### src/rtl/gray_ptr_sync_tracker.sv
// Purpose     : read-side pointer engine for the PCS RX elastic buffer.
// Latency     : remote_ptr_gray change -> remote_ptr_bin in SYNC_STAGES+1 cycles; local_inc -> local_ptr_* in 1 cycle.
// Backpressure: none; a local_inc while the buffer is empty is dropped, so the read pointer never underruns.
//
// The write pointer arrives as Gray code from the recovered-clock domain. It
// crosses through a SYNC_STAGES flop chain, is decoded to binary and
// registered as remote_ptr_bin. The block also owns the local read pointer
// (binary and Gray) and derives occupancy plus empty/full/watermark flags
// that feed SKP add/delete control.
//
// Ports
//   clk              in   read-domain clock
//   rst_n            in   synchronous active-low reset
//   remote_ptr_gray  in   write pointer, Gray coded, asynchronous to clk
//   local_inc        in   advance the read pointer by one
//   local_ptr_bin    out  read pointer, binary (registered)
//   local_ptr_gray   out  read pointer, Gray (registered alongside binary)
//   remote_ptr_bin   out  synchronised and decoded write pointer (registered)
//   occupancy        out  remote_ptr_bin - local_ptr_bin, modulo 2**PTR_WIDTH
//   empty            out  occupancy == 0
//   full             out  occupancy == 2**(PTR_WIDTH-1)
//   level_low        out  occupancy < LOW_MARK
//   level_high       out  occupancy > HIGH_MARK
//   gray_err         out  sticky sync-integrity error
//
// Build option: define GRAY_PTR_CHECK_EN to build the integrity checker.
// Without it, gray_err is tied to 0 and no check logic exists.

module gray_ptr_sync_tracker #(
   parameter int PTR_WIDTH   = 5,
   parameter int SYNC_STAGES = 2,
   parameter int LOW_MARK    = 6,
   parameter int HIGH_MARK   = 10
) (
   input  logic                 clk,
   input  logic                 rst_n,
   input  logic [PTR_WIDTH-1:0] remote_ptr_gray,
   input  logic                 local_inc,
   output logic [PTR_WIDTH-1:0] local_ptr_bin,
   output logic [PTR_WIDTH-1:0] local_ptr_gray,
   output logic [PTR_WIDTH-1:0] remote_ptr_bin,
   output logic [PTR_WIDTH-1:0] occupancy,
   output logic                 empty,
   output logic                 full,
   output logic                 level_low,
   output logic                 level_high,
   output logic                 gray_err
);

   localparam logic [PTR_WIDTH-1:0] DEPTH  = PTR_WIDTH'(1) << (PTR_WIDTH - 1);
   localparam logic [PTR_WIDTH-1:0] LOW_W  = PTR_WIDTH'(LOW_MARK);
   localparam logic [PTR_WIDTH-1:0] HIGH_W = PTR_WIDTH'(HIGH_MARK);

   // ------------------------------------------------------------------
   // Code conversion helpers
   // ------------------------------------------------------------------
   // Each binary bit is the XOR of all Gray bits at or above its position.
   function automatic logic [PTR_WIDTH-1:0] gray2bin(input logic [PTR_WIDTH-1:0] g);
      logic [PTR_WIDTH-1:0] b;
      b[PTR_WIDTH-1] = g[PTR_WIDTH-1];
      for (int i = PTR_WIDTH - 2; i >= 0; i--) begin
         b[i] = b[i+1] ^ g[i];
      end
      return b;
   endfunction

   function automatic logic [PTR_WIDTH-1:0] bin2gray(input logic [PTR_WIDTH-1:0] b);
      return b ^ (b >> 1);
   endfunction

   // ------------------------------------------------------------------
   // State
   // ------------------------------------------------------------------
   logic [PTR_WIDTH-1:0] r_sync [SYNC_STAGES];
   logic [PTR_WIDTH-1:0] r_remote_bin;
   logic [PTR_WIDTH-1:0] r_local_bin;
   logic [PTR_WIDTH-1:0] r_local_gray;

   logic [PTR_WIDTH-1:0] w_sync_out;
   logic [PTR_WIDTH-1:0] w_occupancy;
   logic                 w_empty;
   logic                 w_local_adv;
   logic [PTR_WIDTH-1:0] w_local_nxt;

   assign w_sync_out = r_sync[SYNC_STAGES-1];

   // ------------------------------------------------------------------
   // Write-pointer synchroniser. Only Gray values enter the chain, so a
   // sample taken mid-transition resolves to either the old or the new
   // pointer, never to an unrelated value.
   // ------------------------------------------------------------------
   always_ff @(posedge clk) begin
      if (!rst_n) begin
         for (int k = 0; k < SYNC_STAGES; k++) begin
            r_sync[k] <= '0;
         end
      end else begin
         r_sync[0] <= remote_ptr_gray;
         for (int k = 1; k < SYNC_STAGES; k++) begin
            r_sync[k] <= r_sync[k-1];
         end
      end
   end

   // Decode after the last synchroniser stage. This register adds the
   // final cycle of the SYNC_STAGES+1 latency.
   always_ff @(posedge clk) begin
      if (!rst_n) begin
         r_remote_bin <= '0;
      end else begin
         r_remote_bin <= gray2bin(w_sync_out);
      end
   end

   // ------------------------------------------------------------------
   // Occupancy and flags come from registers only, so nothing on an input
   // reaches an output in the same cycle. Modulo subtraction handles
   // pointer wrap. The extra wrap bit separates full from empty.
   // ------------------------------------------------------------------
   assign w_occupancy = r_remote_bin - r_local_bin;
   assign w_empty     = (w_occupancy == '0);

   // ------------------------------------------------------------------
   // Local read pointer. Binary and Gray copies load on the same edge, so
   // the Gray copy is always the exact encoding of the binary copy.
   // ------------------------------------------------------------------
   assign w_local_adv = local_inc & ~w_empty;
   assign w_local_nxt = r_local_bin + {{(PTR_WIDTH-1){1'b0}}, w_local_adv};

   always_ff @(posedge clk) begin
      if (!rst_n) begin
         r_local_bin  <= '0;
         r_local_gray <= '0;
      end else begin
         r_local_bin  <= w_local_nxt;
         r_local_gray <= bin2gray(w_local_nxt);
      end
   end

   // ------------------------------------------------------------------
   // Optional integrity checker
   // ------------------------------------------------------------------
`ifdef GRAY_PTR_CHECK_EN
   logic [PTR_WIDTH-1:0] r_prev_gray;
   logic                 r_gray_err;
   logic [PTR_WIDTH-1:0] w_gray_diff;
   logic                 w_multi_bit;
   logic                 w_overrun;

   // A legal Gray step flips at most one bit. "d & (d-1)" clears the lowest
   // set bit, so a non-zero result means two or more bits changed.
   assign w_gray_diff = w_sync_out ^ r_prev_gray;
   assign w_multi_bit = |(w_gray_diff & (w_gray_diff - PTR_WIDTH'(1)));
   // More than a full buffer can only mean the writer lapped the reader.
   assign w_overrun   = (w_occupancy > DEPTH);

   always_ff @(posedge clk) begin
      if (!rst_n) begin
         r_prev_gray <= '0;
         r_gray_err  <= 1'b0;
      end else begin
         r_prev_gray <= w_sync_out;
         r_gray_err  <= r_gray_err | w_multi_bit | w_overrun;
      end
   end

   assign gray_err = r_gray_err;
`else
   assign gray_err = 1'b0;
`endif

   // ------------------------------------------------------------------
   // Outputs
   // ------------------------------------------------------------------
   assign local_ptr_bin  = r_local_bin;
   assign local_ptr_gray = r_local_gray;
   assign remote_ptr_bin = r_remote_bin;
   assign occupancy      = w_occupancy;
   assign empty          = w_empty;
   assign full           = (w_occupancy == DEPTH);
   assign level_low      = (w_occupancy < LOW_W);
   assign level_high     = (w_occupancy > HIGH_W);

endmodule

### config.mk
export PLATFORM = sky130hd
export DESIGN_NAME = gray_ptr_sync_tracker
export DESIGN_NICKNAME = d
export VERILOG_FILES = /design/src/rtl/gray_ptr_sync_tracker.sv
export SDC_FILE = /design/constraint.sdc
export NUM_CORES = 1
export LEC_CHECK = 0
export ABC_AREA = 1
export CORE_ASPECT_RATIO = 1.1
export CORE_MARGIN = 8
export CORE_UTILIZATION = 38
export DETAILED_ROUTE_END_ITERATION = 10
export PLACE_DENSITY = 0.67
export SETUP_SLACK_MARGIN = 0.02
export SLEW_MARGIN = 20
export SYNTH_ARGS = -nofsm -noshare
export SYNTH_HDL_FRONTEND = slang
export SYNTH_SLANG_ARGS = --single-unit
### constraint.sdc
create_clock -name clk -period 2.9 [get_ports clk]
set_input_delay 0.58 -clock clk [delete_from_list [all_inputs] [get_ports clk]]
set_output_delay 0.58 -clock clk [all_outputs]
set_load 0.01 [all_outputs]
# [After elaboration in Yosys (flattened, before gate mapping)]
# Memories as Yosys holds them, arrays and structs flattened.
# Index checks and enable logic that the tools add are counted.
[word_totals] memories=1 mem_bits_rw=10 out_inout_bits=25 wordCells=23 ff_bits=15 inputBits=8
[classes] bitwise_logic=9 mux=4 magnitude_cmp=2 eq_ne=1 reduce_logical=1 addsub=2
[mem_list] memory="r_sync" words=2 word_bits=5 rd=2 rd_ports_with_merged_regs=0 wr=2 line="74" text="logic [PTR_WIDTH-1:0] r_sync [SYNC_STAGES];"
[op_table] op="$mux 5" n=2
[op_table] op="$add 5x1->5" n=1
[op_table] op="$eq 5x5->1 const B" n=1
[op_table] op="$gt 5x4->1 const B" n=1
[op_table] op="$logic_not 5->1" n=1
[op_table] op="$lt 5x3->1 const B" n=1
[op_table] op="$sub 5x5->5" n=1
[op_table] op="$xor 5x4->5" n=1
[op_table] op="$xor 1x1->1" n=4
[op_table] op="$mux 1" n=2
[op_table] op="$or 1x1->1" n=2
[op_table] op="$and 1x1->1" n=1
[op_table] op="$not 1->1" n=1

# [Longest topological paths before layout]
[depth] word_depth=6 ltp_mapped=18 mapped_depth_nobuf=18

# [Worst setup path after synthesis]
# Ideal clock, no wire load.
[synth_timing] path_kind="reg2reg" from="register r_remote_bin[0] (netlist: remote_ptr_bin[0])" to="register r_local_gray[1] (netlist: local_ptr_gray[1])" t_required_ps=2785 setup_slack_ps=345 n_path_buf=0 arrival_ps=2440 setup_ps=115 stages_incl_launch_ff=18 cell_sequence="dfxtp_1 > inv_1 > ha_1 > fa_1 > inv_1 > nand2_1 > nand2_2 > nand2_2 > nor2_2 > nand3_1 > nor2_2 > nor2_2 > ha_1 > ha_1 > xor2_1 > nand2_1 > inv_1 > o21a_1"
[synth_between] elab_chain_len=6
[synth_rtl] item="start: declaration" line="75" text="logic [PTR_WIDTH-1:0] r_remote_bin;"
[synth_rtl] item="start signal: assignment" line="111" text="r_remote_bin <= gray2bin(w_sync_out);"
[synth_rtl] item="$sub 5x5->5" line="120" text="assign w_occupancy = r_remote_bin - r_local_bin;"
[synth_rtl] item="$logic_not 5->1" line="121" text="assign w_empty = (w_occupancy == '0);"
[synth_rtl] item="named net empty" line="43" text="output logic empty,"
[synth_rtl] item="$not 1->1" line="127" text="assign w_local_adv = local_inc & ~w_empty;"
[synth_rtl] item="$and 1x1->1" line="127"
[synth_rtl] item="$add 5x1->5" line="128" text="assign w_local_nxt = r_local_bin + {{(PTR_WIDTH-1){1'b0}}, w_local_adv};"
[synth_rtl] item="$xor 5x4->5" line="68" text="return b ^ (b >> 1);"
[synth_rtl] item="end signal: assignment" line="136" text="r_local_gray <= bin2gray(w_local_nxt);"
[synth_rtl] item="end: declaration" line="77" text="logic [PTR_WIDTH-1:0] r_local_gray;"
# The timed path passes the listed nets, and every way through them passes these cells.
# A chain may end at the register's enable or synchronous reset.

# [Final worst setup path]
[layout_timing] from="register r_remote_bin[0] (netlist: remote_ptr_bin[0])" to="output port level_high"
[layout_between] elab_chain_len=2
[layout_rtl] item="$sub 5x5->5" line="120"
[layout_rtl] item="$gt 5x4->1" line="182" text="assign level_high = (w_occupancy > HIGH_W);"
[layout_rtl] item="end: declaration" line="46" text="output logic level_high,"
# No other way between the ends.

==> qor.csv <==
stage;metric;value;unit
cells_and_area;syn_to_final_growth;33.56;%
power;ir_worst_vdd;396.7;uV
route;drt_wl_total;2.106;mm
critical_path;worstPathMaxFanout;4;
timing;maxSlewViolCount;0;
route;drc;0;
clock_network;post_cts_buffers;0;
critical_path;crit_path_end_kind;output pin;
clock_network;cts_made_buffers;3;
clock_network;cts_tree;built;
timing;setup_slack;0.1961;ns
critical_path;worstSetupPathType;flip-flop to output pin;
global_routing;grt_pass1_wl;3.456;mm
critical_path;required;2.32;ns
critical_path;cp.arrival;2.12;ns
placement;gp_congestion;0.8063;
power;design_power_total;916.7;uW
power;powerDensity;626.2;nW/um2
run;max_cap_viol_count;0;
power;clkPwrFrac;0.179;
cells_and_area;final_nets;189;
timing;setup_viol;0;
clock_network;ctsHtreeMaxLevel;1;
timing;rsz0062_at_grt;no;
power;p_switching;295.0;uW
floorplanning;die_w;67.21;um
cells_and_area;fill_cells;268;
critical_path;r2r_slack;0.27;ns
critical_path;cp-start-kind;flip-flop;
route;first_pass_iters;2;
floorplanning;die_y;72.33;um
floorplanning;io_pins;33;
logic_synthesis;yosysSeqAreaShare;0.4384;
logic_synthesis;synth.net_count;156;
timing;hold_viol;0;
route;drt_iter0_markers;23;
critical_path;worst_path_most_repeated_cell;inv_1;
cells_and_area;drive_gt1_frac;0.09827;
power;p_leak;0.7610;nW
critical_path;crit_path_cell_trace;inv_1, ha_1, fa_1, inv_1, nand3_2, nand2_2, xor2_4, inv_2, nand2_1, dlygate4sd2_1;
clock_network;cts.sink_count;24;
route;vias_per_cell;4.374;
placement;hpwl;1.809;mm
floorplanning;rows;20;
logic_synthesis;ys_warn_count;0;
logic_synthesis;synth_cells;141;
power;p_sw_frac;0.3218;
floorplanning;core;2753;um2
route;vias;901;
route;ant_nets;0;
power;power_frac_comb;0.411;
clock_network;clk_latency;0.30;ns
critical_path;slowest_delay;0.38;ns
power;seqPwrFrac;0.409;
timing;period_share;0.9324;
logic_synthesis;synth.distinct_cells;25;
logic_synthesis;synth-seq-cells;24;
global_routing;grt_pass1_vias;881;
cells_and_area;antenna_cells;0;
floorplanning;initial_core_util;0.3982;
global_routing;grt_max_degree;19;
critical_path;critPathBufInv;4;
global_routing;gr-total-overflow;0;
status;outcome;complete, no violations;
critical_path;cp_slowest_cell;fa_1;
clock_network;clk_pin_slew;0.12;ns
timing;period_needed;2.704;ns
logic_synthesis;synth.avg_cell_area;7.773;um2
timing;fmax;369.8;MHz
global_routing;grt.total_usage;0.08748;
clock_network;root_buffer;clkbuf_4;
timing;final.setup.tns;0;ns
floorplanning;dieArea;4861;um2
clock_network;clock_path_buffers;2;
placement;dp_slack;0.1783;ns
logic_synthesis;syn_area;1096;um2
power;intPower;621.7;uW
global_routing;antenna_found_initial;0;
placement;numPortBuffers;31;
clock_network;ctsHoldBuffers;0;
min_path;hp-class;flip-flop to flip-flop;
route;avgRoutedWirePerCell;10.22;um
timing;finClkSkew;0.001870;ns
critical_path;crit_family;adder cells;
-- final timing paths --
kind                            cells after the start                end         startpoint
worst max-delay path                               10         level_high  remote_ptr_bin[0]
worst min-delay path                                2       r_sync[0][5]       r_sync[0][0]
worst max register to register                     17  local_ptr_gray[1]  remote_ptr_bin[0]
worst min register to register                      2       r_sync[0][5]       r_sync[0][0]
-- power groups by stage --
stage                     Clock (mW)  Combinational [mW]  Sequential (mW)
final                          0.164               0.377            0.375
after CTS                      0.173               0.387            0.376
after detailed placement           0               0.401            0.384
after global placement             0               0.389            0.383
after global routing           0.187               0.415            0.380
after floorplan                    0               0.203            0.394
-- state kept, by name, summed over array words and instances (netlist names) --
register,count
local_ptr_bin,5
local_ptr_gray,4
remote_ptr_bin,5
r_sync,10
-- kinds of logic (layout without fill, tap and decap cells) --
group | Yosys count | count (layout) | share of synthesized area
and+or+nand+nor | 57 | 57 | 0.2283
buffers and inverters | 38 | 70 | 0.1393
DFF | 24 | 24 | 0.4384
AOI/OAI and AO/OA | 8 | 8 | 0.04224
adders and majority gates | 7 | 7 | 0.08676
xor gates and xnor gates | 6 | 6 | 0.06166
other | 1 | 1 | 0.003421
-- stage by stage --
step	cells	hold slack, ns	util	instance area [um2]
CTS	206	0.4238	0.5345	1471
finish	206	0.4232	0.5318	1464
global route	206	0.4438	0.5318	1464
floorplan	141	0.3905	-	1096
detailed placement	202	0.3960	0.5195	1430
global placement	202	0.3929	0.5195	1430
-- Yosys cell counts --
| library cell | number | area, um2 |
|---|---|---|
| o21ai_0 | 1 | 5.000 |
| xnor2_2 | 1 | 16.27 |
| inv_2 | 1 | 3.750 |
| nand3_1 | 8 | 40.04 |
| nand2_1 | 31 | 116.4 |
| a21oi_1 | 4 | 20.02 |
| ha_1 | 6 | 75.07 |
| dfxtp_1 | 24 | 480.5 |
| conb_1 | 1 | 3.750 |
| buf_4 | 2 | 15.01 |
| nor3_1 | 1 | 5.000 |
| nor2_2 | 3 | 18.77 |
| o22ai_1 | 1 | 6.260 |
| fa_1 | 1 | 20.02 |
| o21a_1 | 1 | 7.510 |
| xor2_1 | 2 | 17.52 |
| xor2_2 | 1 | 16.27 |
| o211ai_1 | 1 | 7.510 |
| nand3_2 | 1 | 10.01 |
| inv_1 | 33 | 123.9 |
| nor2_1 | 9 | 33.78 |
| xnor2_1 | 2 | 17.52 |
| nand3b_1 | 1 | 7.510 |
| buf_2 | 2 | 10.01 |
| nand2_2 | 3 | 18.77 |
-- worst register-to-register path, cell delays in order (launching register included) --
cell and delay (ns):
dfxtp_1 0.34, inv_1 0.04, ha_1 0.19, fa_1 0.38
inv_1 0.10, nand2_1 0.07, nand2_2 0.09, nand2_2 0.06
nor2_2 0.09, nand3_1 0.11, nor2_2 0.13, nor2_2 0.05
ha_1 0.20, ha_1 0.21, xor2_1 0.17, nand2_1 0.09
inv_1 0.05, o21a_1 0.16
-- cell usage in the layout, fill, tap and decap left out, drive strengths merged, types with 3 or more instances in the layout --
cell type      count
dlygate4sd2        3
inv               34
ha                 6
clkbuf             6
nand3              9
dfxtp             24
a21oi              4
nor2              12
xnor2              3
xor2               3
nand2             34
clkdlybuf4s50     26
-- area by class of cell --
| type | count | area (um2) | area share |
|---|---|---|---|
| well taps | 33 | 41.29 | 0.02821 |
| multi-input cells | 79 | 474.2 | 0.3239 |
| inverters | 34 | 127.6 | 0.08718 |
| flip-flops and latches | 24 | 480.5 | 0.3282 |
| repair buffers | 32 | 304.0 | 0.2077 |
| clock buffers | 4 | 36.28 | 0.02479 |
-- what timing repair did --
item / 4_1_cts / 5_1_grt
hold endpoints to repair: 0 / 0
endpoints found under the setup margin: 5 / 2
pin swaps: 0 / 1
resized for setup: 6 / 4
-- per-layer routing --
metal	GRT usage	up-vias	share of wire
met5	0	-	0
met4	0.02791	0	0.0066
met3	0.02157	2	0.075
met2	0.1809	20	0.54
met1	0.07644	401	0.38
li1	-	478	-
(Power assumes the default switching activity.)
==> patch 1 (same settings) <==
Build with the macro `GRAY_PTR_CHECK_EN` defined.
--- a/src/rtl/gray_ptr_sync_tracker.sv
+++ b/src/rtl/gray_ptr_sync_tracker.sv
@@ -27,2 +27,4 @@
 // Without it, gray_err is tied to 0 and no check logic exists.
+
+`define GRAY_PTR_CHECK_EN
 
Check against the original RTL: not equivalent (Yosys sat finds a counterexample within 4 cycles, from zero or initial values and one cycle with rst_n low).
==> patch 1 against the original RTL <==
Total power rose by 28%; cell area rose by 24%; critical path type unchanged; fmax fell by 0.48%; setup slack got worse by 0.013 ns; via count rose by 30%; synthesized area rose by 24%; routed wire length rose by 25%; highest routed layer unchanged; sequential cell count rose by 5.
==> patch 1: results <==
clocking:
  cts_buffers: 5
  path_clk_slew_ns: 0.09
  clk_latency_ns: 0.32
  htree_levels: 2
logic_synthesis:
  syn_nets: 207
  synthTopCellsByCount: "nand2_1 (55), inv_1 (45), dfxtp_1 (29)"
  avgSynthCellArea_um2: 7.051
  synth-seq-area-share_pct: 42.88
final_layout:
  nFillCells: 367
  drive_above_1_share_pct: 7.860
setup_path:
  crit_fanout: 5
  ff2ff_path_depth: 16
  crit_path_start: "local_ptr_bin[2]$_SDFF_PN0_"
  cp.arrival_ns: 2.14
  r2r_start: "local_ptr_bin[0]$_SDFF_PN0_"
power_and_ir_drop:
  cellLeakagePower_nw: 0.9805
  intPower_w: 0.0008208
  ir_drop_v: 0.0003452
status:
  outcome: "finished clean"
route:
  totalWireLength_um: 2628
  drt_iter0_markers: 35
  routedWlPerCell_um: 9.487
place:
  placed_cells: 269
  hpwl_um: 2090
  place_area_um2: 1717
  io_buffer_count: 32
global_route:
  grt_util_met2_pct: 16.85
  grt_usage_pct: 9.526
  gr-usage-met3_pct: 4.574
  grt_max_degree: 21
  met1_usage_pct: 9.756
worst_hold_path:
  min-delay-start: "r_sync[0][1]$_SDFF_PN0_"
timing:
  timing.hold.ws_ns: 0.4164
==> patch 1: cell types whose count changed after synthesis, sizes merged, moves of 2 or more <==
| cell | delta |
|---|---|
| a21oi | +2 |
| o21ai | +5 |
| nand2 | +22 |
| nor2 | +7 |
| inv | +13 |
| dfxtp | +5 |
| xor2 | +2 |
==> patch 1: kinds of logic (layout without fill, tap and decap cells) <==
group | Yosys count | count (layout) | share of synthesized area (%)
AND/OR/NAND/NOR | 84 | 84 | 24.86
buffers and inverters | 52 | 89 | 15.16
flip-flops | 29 | 29 | 42.88
AO/OA/AOI/OAI | 12 | 12 | 4.713
adder cells (fa/ha/maj) | 7 | 7 | 7.024
XOR/XNOR | 7 | 7 | 4.529
multiplexers | 1 | 1 | 0.8317
==> patch 1: what timing repair did <==
| item | in CTS | in global routing |
|---|---|---|
| gates cloned | 0 | 0 |
| resized for setup | 5 | 6 |
| setup endpoints to repair | 4 | 6 |
| hold buffers | 0 | 0 |
==> patch 1: critical path, stage by stage, from the launching register on <==
cell and delay, ns:
dfxtp_2 0.38, inv_1 0.05, ha_1 0.35, a21oi_1 0.18, nand2_1 0.07, nand2_1 0.06, nand2_1 0.12, inv_1 0.07
clkdlybuf4s50_1 0.53
==> patch 1: power groups by stage <==
stage | Clock, W | Combinational [W] | Sequential, W
floorplan | 0 | 0.000196 | 0.000467
global placement | 0 | 0.000383 | 0.000459
detailed placement | 0 | 0.000389 | 0.000461
CTS | 0.000358 | 0.000375 | 0.000451
global route | 0.000370 | 0.000423 | 0.000454
finish | 0.000341 | 0.000379 | 0.000450
==> patch 1: per-stage QoR <==
step | utilization (%) | total power [W]
2_1_floorplan | - | 0.0006638
3_5_place_dp | 50.70 | 0.0008498
6_report | 53.47 | 0.001171
4_1_cts | 53.10 | 0.001185
5_1_grt | 53.47 | 0.001248
3_3_place_gp | 50.70 | 0.0008418
==> patch 1: cell type report <==
type	count	area share, %
clock inverter	1	1.659
timing repair buffer	33	18.11
multi-input combinational	111	31.79
clock buffer	7	3.041
tap	48	3.317
inverter	48	9.952
sequential	29	32.14
==> patch 1: worst paths after layout <==
path | end | slack (ns)
worst max-delay path | occupancy[3] | 0.18
worst min-delay path | r_sync[0][6]$_SDFF_PN0_ | 0.42
worst max register to register | local_ptr_gray[1]$_SDFF_PN0_ | 0.23
worst min register to register | r_sync[0][6]$_SDFF_PN0_ | 0.42
==> patch 1: per-layer routing <==
| metal | routed length (um) | share of wire [%] |
|---|---|---|
| met1 | 1175 | 45 |
| met2 | 1205 | 46 |
| met3 | 219 | 8.3 |
| met4 | 27 | 1.0 |
| met5 | 0 | 0 |
==> patch 2 (config.mk and constraints unchanged) <==
Made on the original files. Put a register stage on the outputs `level_low` and `level_high`, with the module's reset. The values now appear one clock later. The other outputs are not delayed to match.
--- a/src/rtl/gray_ptr_sync_tracker.sv
+++ b/src/rtl/gray_ptr_sync_tracker.sv
@@ -180,4 +180,11 @@
    assign full           = (w_occupancy == DEPTH);
-   assign level_low      = (w_occupancy < LOW_W);
-   assign level_high     = (w_occupancy > HIGH_W);
+   always_ff @(posedge clk) begin
+      if (!rst_n) begin
+         level_low  <= '0;
+         level_high <= '0;
+      end else begin
+         level_low  <= (w_occupancy < LOW_W);
+         level_high <= (w_occupancy > HIGH_W);
+      end
+   end
 
Formal check against the unedited RTL: not equivalent (a bounded check fails within 4 cycles, from zero or initial values and one cycle with rst_n low).
==> patch 2 against the original RTL <==
Sequential power is 10% higher; synthesized cell count is 6.4% higher; highest routed layer unchanged; sequential cell count is 2 higher; largest power group is now registers; critical path type unchanged; non-clock buffer count is 1 higher; count of clock-buffer cells in the layout is 1 lower; largest cell class unchanged; combinational power is 2% lower; cell area is 3.3% higher; total power is 0.91% higher; global-route usage is 0.38 points higher; die area is 3.9% higher; synthesized area is 5.1% higher; setup slack better by 0.011 ns; routed wire length is 5.0% higher.
==> patch 2: results <==
place:
  io_buffer_count: 31
  hpwl_um: 1817
  gp_congestion: 0.7586
power_and_ir_drop:
  swShare_pct: 31.82
  ir_drop_v: 0.0003418
  cellLeakagePower_nw: 0.7847
timing:
  finalCritPeriodShare_pct: 92.85
  setup_viol: 0
  fin_worst_skew_ns: 0.009397
clocking:
  cts-root-buf: "clkbuf_4"
  cts_max_path_buffers: 2
  clk_latency_ns: 0.31
  htree_levels: 1
  path_clk_slew_ns: 0.12
  cts_buffers: 3
logic_synthesis:
  synth-seq-area-share_pct: 45.17
  ys_top_cells_by_area: "dfxtp_1 (45%), inv_1 (12%), nand2_1 (11%)"
  synth_cell_types: 21
  synth_top_flop_cell: "dfxtp_1"
  async_flop_share_pct: 0
  yosysWarnings: 0
  synthTopCellsByCount: "inv_1 (36), nand2_1 (35), dfxtp_1 (26)"
  syn_nets: 165
setup_path:
  crit_fanout: 5
  cp.arrival_ns: 2.11
worst_hold_path:
  hp-class: "register to register"
route:
  vias: 935
  totalWireLength_um: 2211
  drt_iter0_markers: 24
  drt_pass1_iterations: 4
global_route:
  grt_util_met2_pct: 15.62
  grt_max_degree: 19
  gr-usage-met3_pct: 2.439
  grt_antenna_before_repair: 0
  met1_usage_pct: 10.06
  grt_pass1_wl_um: 3567
  grt_usage_pct: 9.124
  grt_pass1_vias: 857
final_layout:
  drive_above_1_share_pct: 7.143
  largest_reg_flops: 10
  nFillCells: 302
  antennaDiodeCount: 0
  nets: 199
  top_register: "r_sync"
status:
  outcome: "finished clean"
-- patch 2: stage by stage --
stage | util, % | instance area, um2 | cells | total power, W | worst slack, ns
2_1_floorplan | - | 1152 | 150 | 0.0006226 | 0.3487
3_5_place_dp | 50.15 | 1489 | 212 | 0.0007993 | 0.1920
4_1_cts | 50.78 | 1508 | 215 | 0.0009365 | 0.08079
3_3_place_gp | 50.15 | 1489 | 212 | 0.0007897 | 0.2507
5_1_grt | 50.95 | 1513 | 216 | 0.0009961 | 0.008071
6_report | 50.95 | 1513 | 216 | 0.0009251 | 0.2073
-- patch 2: area by class of cell --
class,count,area (um2),area share (%)
Clock buffer,3,22.52,1.489
Tap cell,34,42.54,2.812
Sequential cell,26,521.8,34.49
Inverter,36,135.1,8.933
Timing Repair Buffer,33,314.1,20.76
Multi-Input combinational cell,84,476.7,31.51
-- patch 2: what timing repair did --
item,CTS,global route
endpoints found under the setup margin,3,5
gates resized for setup,3,6
setup buffers,0,1
pin swaps,0,1
-- patch 2: final timing paths --
kind	from	end	slack, ns	cells after the start
min reg2reg	r_sync[0][3]$_SDFF_PN0_	r_sync[0][8]$_SDFF_PN0_	0.43	2
max reg2reg	remote_ptr_bin[0]$_SDFF_PN0_	local_ptr_gray[2]$_SDFF_PN0_	0.26	17
min	r_sync[0][3]$_SDFF_PN0_	r_sync[0][8]$_SDFF_PN0_	0.43	2
max	local_ptr_bin[2]$_SDFF_PN0_	occupancy[3]	0.21	8
-- patch 2: power groups by stage --
stage | Clock (W) | Sequential, W | Combinational, W
6_report | 0.000144 | 0.000413 | 0.000368
4_1_cts | 0.000154 | 0.000414 | 0.000369
3_3_place_gp | 0 | 0.000420 | 0.000369
3_5_place_dp | 0 | 0.000422 | 0.000377
2_1_floorplan | 0 | 0.000436 | 0.000187
5_1_grt | 0.000167 | 0.000418 | 0.000412
-- patch 2: cell families (layout without fill, tap and decap cells) --
logic type / Yosys count / in the layout / synth area share [%]
XOR/XNOR: 7 / 7 / 6.625
AND/OR/NAND/NOR: 60 / 60 / 21.72
adder cells (fa/ha/maj): 7 / 7 / 8.252
AO/OA/AOI/OAI: 9 / 9 / 4.125
other: 1 / 1 / 0.3254
flip-flops: 26 / 26 / 45.17
buffers and inverters: 40 / 72 / 13.79
-- patch 2: worst max-delay path, cell delays in order (launching register included) --
cell and delay (ns):
dfxtp_2 0.39, inv_1 0.05, ha_1 0.35, a21oi_2 0.18, nand2_1 0.09, nand2_1 0.08, nand2_1 0.06, inv_1 0.07
clkdlybuf4s50_1 0.54
-- patch 2: routing by layer --
| metal | wire, um | up-vias |
|---|---|---|
| met5 | 0 | - |
| met4 | 18 | 0 |
| met3 | 209 | 2 |
| met2 | 1048 | 27 |
| met1 | 936 | 401 |
| li1 | - | 505 |
